$ cat config.mk
export PLATFORM = sky130hd
export DESIGN_NAME = branch_flag_resolver
export DESIGN_NICKNAME = d
export VERILOG_FILES = /design/src/rtl/branch_flag_resolver.sv
export SDC_FILE = /design/constraint.sdc
export NUM_CORES = 1
export LEC_CHECK = 0
export CAP_MARGIN = 20
export CORE_ASPECT_RATIO = 0.9
export CORE_MARGIN = 5
export CORE_UTILIZATION = 39
export CTS_BUF_LIST = sky130_fd_sc_hd__clkbuf_16
export DETAILED_ROUTE_END_ITERATION = 16
export GPL_TIMING_DRIVEN = 0
export PLACE_DENSITY = 0.86
export SLEW_MARGIN = 5
export SYNTH_ARGS = -nofsm -noshare
export SYNTH_HDL_FRONTEND = slang
export SYNTH_SLANG_ARGS = --single-unit
$ cat constraint.sdc
create_clock -name clk -period 3.7 [get_ports clk]
set_input_delay 0.74 -clock clk [delete_from_list [all_inputs] [get_ports clk]]
set_output_delay 0.74 -clock clk [all_outputs]
set_load 0.005 [all_outputs]
$ cat src/rtl/branch_flag_resolver.sv
// Branch resolve unit: evaluates B.cond/CBZ/CBNZ/B against effective N/Z/C/V flags and sequences the flush.
// Optional saturating statistics counters are built only when BR_STATS_EN is defined.
module branch_flag_resolver #(
  parameter int FLUSH_CYCLES = 2,
  parameter int STAT_W       = 16
) (
  input  logic              clk,
  input  logic              reset,
  input  logic              br_valid,
  input  logic [1:0]        br_kind,
  input  logic [3:0]        br_cond,
  input  logic              reg_zero,
  input  logic              pipe_stall,
  input  logic              flags_pending,
  input  logic              fwd_flagEn,
  input  logic              fwd_neg,
  input  logic              fwd_zero,
  input  logic              fwd_overflow,
  input  logic              fwd_carry,
  input  logic              negFlag,
  input  logic              zeroFlag,
  input  logic              overflowFlag,
  input  logic              carry_outFlag,
  output logic              resolve_valid,
  output logic              take_branch,
  output logic              flush,
  output logic              stall_req,
  output logic              busy,
  output logic [STAT_W-1:0] taken_cnt,
  output logic [STAT_W-1:0] resolved_cnt,
  output logic [1:0]        dbgState
);

  // Handshake: a branch is consumed on a clock edge where the unit accepts it; while
  // stall_req is high the pipeline keeps br_valid/br_kind/br_cond stable in this stage.

  typedef enum logic [1:0] {
    IDLE  = 2'd0,
    WAIT  = 2'd1,
    FLUSH = 2'd2
  } state_t;

  localparam logic [2:0] FlushLoad = 3'(FLUSH_CYCLES - 1);

  state_t     state, nextState;
  logic [2:0] flushCnt, nextFlushCnt;
  logic       effN, effZ, effC, effV;
  logic       condMet, decision, isCond, accept;

  always_comb begin
    effN = fwd_flagEn ? fwd_neg      : negFlag;
    effZ = fwd_flagEn ? fwd_zero     : zeroFlag;
    effC = fwd_flagEn ? fwd_carry    : carry_outFlag;
    effV = fwd_flagEn ? fwd_overflow : overflowFlag;

    case (br_cond)
      4'h0:    condMet = effZ;
      4'h1:    condMet = !effZ;
      4'h2:    condMet = effC;
      4'h3:    condMet = !effC;
      4'h4:    condMet = effN;
      4'h5:    condMet = !effN;
      4'h6:    condMet = effV;
      4'h7:    condMet = !effV;
      4'h8:    condMet = effC && !effZ;
      4'h9:    condMet = !(effC && !effZ);
      4'hA:    condMet = (effN == effV);
      4'hB:    condMet = (effN != effV);
      4'hC:    condMet = !effZ && (effN == effV);
      4'hD:    condMet = !(!effZ && (effN == effV));
      default: condMet = 1'b1;
    endcase

    case (br_kind)
      2'b00:   decision = condMet;
      2'b01:   decision = reg_zero;
      2'b10:   decision = !reg_zero;
      default: decision = 1'b1;
    endcase
  end

  assign isCond = (br_kind == 2'b00);

  always_comb begin
    nextState    = state;
    nextFlushCnt = flushCnt;
    accept       = 1'b0;
    stall_req    = 1'b0;
    case (state)
      IDLE: begin
        stall_req = br_valid && isCond && flags_pending;
        if (br_valid && !pipe_stall) begin
          if (isCond && flags_pending) nextState = WAIT;
          else                         accept    = 1'b1;
        end
      end
      // The accept cycle itself releases the stall so the branch can leave the stage.
      WAIT: begin
        stall_req = flags_pending;
        if (!flags_pending) accept = 1'b1;
      end
      FLUSH: begin
        if (flushCnt == 3'd0) nextState    = IDLE;
        else                  nextFlushCnt = flushCnt - 3'd1;
      end
      default: nextState = IDLE;
    endcase

    if (accept) begin
      if (decision) begin
        nextState    = FLUSH;
        nextFlushCnt = FlushLoad;
      end else begin
        nextState = IDLE;
      end
    end
  end

  always_ff @(posedge clk or negedge reset) begin
    if (!reset) begin
      state         <= IDLE;
      flushCnt      <= 3'd0;
      resolve_valid <= 1'b0;
      take_branch   <= 1'b0;
    end else begin
      state         <= nextState;
      flushCnt      <= nextFlushCnt;
      resolve_valid <= accept;
      if (accept) take_branch <= decision;
    end
  end

  assign flush    = (state == FLUSH);
  assign busy     = (state != IDLE);
  assign dbgState = state;

`ifdef BR_STATS_EN
  // Counts advance on the accept edge so they line up with the resolve_valid pulse.
  always_ff @(posedge clk or negedge reset) begin
    if (!reset) begin
      taken_cnt    <= '0;
      resolved_cnt <= '0;
    end else if (accept) begin
      if (resolved_cnt != '1) resolved_cnt <= resolved_cnt + 1'b1;
      if (decision && taken_cnt != '1) taken_cnt <= taken_cnt + 1'b1;
    end
  end
`else
  assign taken_cnt    = '0;
  assign resolved_cnt = '0;
`endif

endmodule
==> metrics.md <==
| Metric | Value |
|---|---|
| Largest family of logic cells by synthesized area | `buffers and inverters` |
| Total Wirelength | `roughly 2100 um` |
| Top cells by count, synth | `buf_4 (32), mux2i_1 (8), dfrtp_1 (7), nor2_1 (7), inv_1 (6)` |
| Multi-input gate area | `about 580 um^2` |
| Initial drt markers | `11` |
| # rows | `16` |
| Outcome | `finished clean` |
| Fmax | `0.364 GHz` |
| CP delay by family, top | `buffers and inverters` |
| Chip Width | `60.9 um` |
| Worst VDD drop | `0.296 mV` |
| Post-DP HPWL | `between 1500 and 2000 um` |
| Post-synthesis compound-gate area fraction | `between 10% and 20%` |
| Pwr dens | `approximately 420 mW/mm^2` |
| Hold WC Path Type | `flop to flop` |
| # IOs | `60` |
| First-pass GRT wire length | `3330 um` |
| Clock skew | `0.526 ps` |
| Post-cts sizing count | `0` |
| Reg-to-reg slack, setup | `1990 ps` |
| Clock H-tree levels | `1` |
| Initial antenna violation count | `0` |
| Post-CTS Repair Setup Buffers | `0` |
| Seq cells post-synth | `7` |
| Crit path capture type | `output port` |
| Vias | `825` |
| Register area | `175 um^2` |
| RSZ-0062 raised after global routing | `false` |
| Design area | `0.00140 mm^2` |
| Fraction of registers with async set/reset | `between 90% and 100%` |
| Clk sinks | `7` |
| Primary FF master, synth | `dfrtp_1` |
| Routability-driven placement congestion ratio | `0.805` |
| Total CTS buffers | `3` |
| Root Driver | `clkbuf_16` |
| # DRC | `0` |
| Crit-path slowest cell | `clkdlybuf4s50_1` |
| MaxCap Viol Count | `0` |
| Hold slack | `just under 600 ps` |
| Reg2Reg Depth | `5` |
| Die height | `55.8 um` |
| Gr usage total | `12.6%` |
| Post-Syn Area | `908 um^2` |
| Cell depth of the worst hold path | `1` |
| Final Hold Fails | `0` |
| R2R Path Start | `dbgState[0]$_DFFE_PN0P_` |
| FILL cells | `214` |
| Yosys warning count | `0` |
| Port Buffers | `26` |
| Final ANT Viol Nets | `0` |
| Vias per cell | `approximately 4.2` |
| Antenna cells | `0` |
| Reg-to-Reg End | `flushCnt[1]$_DFF_PN0_` |
| DRT Pass-1 Iters | `4` |
| Dpl cell area | `0.00132 mm^2` |
| Leakage | `0.712 nW` |
| Number of flops mapped to enable cells by yosys | `0` |
| Slew HR | `62.8%` |
| Hold Path Origin | `dbgState[1]$_DFFE_PN0P_` |
| Sequential-to-total area share from yosys stat | `about a fifth` |
| Final period util | `74.3%` |
| Count leader, synth | `buf_4` |
| CP startpoint kind | `input port` |
| Number of global-route vias before repair | `814` |
| Final setup violating endpoints | `0` |
| Synth Area in Simple Gates | `15.3%` |
| Util after Layout | `63.5%` |
| Wire length per cell | `10.6 um` |
| Buf+Inv Stages, Crit Path | `2` |
| Count of cell types in the netlist | `35` |
| CP peak stage delay | `500 ps` |
| Core area | `around 0.0022 mm^2` |
| Crit-path max FO | `5` |
| Post-synth top area share | `roughly a quarter` |
| Min Tclk post-route | `2750 ps` |
| CP Cell Sequence | `clkdlybuf4s50_1 -> nor2_1 -> a21oi_1 -> nor2_1 -> clkdlybuf4s50_1` |
| Worst skew pair latency | `approximately 230 ps` |
| Setup TNS | `0 ps` |
| Worst Path Required | `2960 ps` |
| # hold bufs at CTS | `0` |
| Critical Path AT | `about 2000 ps` |
| Synth top area cells | `buf_4 (26%), dfrtp_1 (19%), mux2i_1 (8.8%), mux2_2 (3.7%), nor2_1 (2.9%)` |
| Area growth syn-to-layout | `53.9%` |
| CTS Buffer Depth | `2` |
| Largest net degree at the start of global routing | `11` |
| Grt ovf | `0` |
| Fin nets | `between 150 and 200` |
| Slew Limit Fails | `0` |
| Die area | `0.00340 mm^2` |
| CTS tree | `built` |
| Hold EP | `resolve_valid$_DFF_PN0_` |
| Syn Area/Cell | `8.41 um^2` |
| WS Path Type | `input port to output port` |
| Xor and xnor area share after synthesis | `2.89%` |
| Syn Inst Count | `108` |
| Area leader, netlist | `buf_4` |
| Mux share of post-synthesis cell area | `15.0%` |
| Worst Tran Pin Value | `about 550 ps` |
| Initial Util | `41.2%` |
| Adder-Cell Fraction of Synth Area | `about 2.8%` |
| Share of layout cells above drive strength 1 | `approximately a quarter` |
| Clk slew on worst S/H paths | `~30 ps` |
[where the power goes]
part           switching [mW]  internal, mW
Combinational           0.115         0.157
Sequential             0.0194         0.108
Clock                  0.0398         0.140
[worst max-delay path by stage]
stage,end,slack [ps],cells past startpoint,startpoint
after detailed placement,stall_req,950,5,br_kind[0]
after floorplan,flushCnt[0]$_DFF_PN0_,1500,6,fwd_flagEn
final,stall_req,950,5,br_kind[0]
after global routing,stall_req,810,5,br_kind[0]
after CTS,stall_req,940,5,br_kind[0]
after global placement,stall_req,950,5,br_kind[0]
[worst reg2reg max path, cell delays in order (launching register included)]
cell and delay, ps:
dfrtp_1 420, o21bai_1 180, a221oi_1 450, and2_1 270, a21boi_1 210, nor3_1 70
[registers in the layout, summed over array words and instances (netlist names)]
name	count
resolve_valid	1
take_branch	1
dbgState	2
flushCnt	3
[per-stage QoR]
stage	total power, mW	std cells	worst slack (ps)
CTS	0.584	196	935
detailed placement	0.400	192	948
finish	0.580	196	950
floorplan	0.293	139	1500
global placement	0.385	192	951
global route	0.628	196	807
[layout make-up]
type | count | share of cell area, %
plain buffers | 33 | 18.0
clock buffers | 3 | 5.37
multi-input cells | 93 | 41.2
flip-flops and latches | 7 | 12.5
well taps | 27 | 2.42
inverters | 6 | 1.61
clock inverters | 1 | 0.269
repair buffers | 26 | 18.6
[cell usage in the layout, fill, tap and decap left out, types with 3 or more instances in the layout]
| master | instances |
|---|---|
| buf_4 | 32 |
| nand2b_1 | 3 |
| mux2_2 | 3 |
| nor2_1 | 7 |
| inv_1 | 7 |
| clkdlybuf4s50_1 | 26 |
| clkbuf_16 | 3 |
| dfrtp_1 | 7 |
| xnor2_1 | 3 |
| mux2i_1 | 8 |
| a31oi_1 | 4 |
| nand2_1 | 3 |
| conb_1 | 32 |
[kinds of logic after synthesis]
family,after synthesis
other,1
multiplexers,12
XOR/XNOR,3
AO/OA/AOI/OAI,18
adder cells (fa/ha/maj),2
AND/OR/NAND/NOR,26
flip-flops,7
buffers and inverters,39
[routing by layer]
metal | GRT usage, % | up-vias | routed length, um
met2 | 21.4 | 40 | 1040
met5 | 0 | - | 0
met1 | 13.0 | 344 | 755
met3 | 4.18 | 5 | 238
li1 | - | 436 | -
met4 | 7.12 | 0 | 51
No activity file was read; power rests on OpenSTA's default activity.
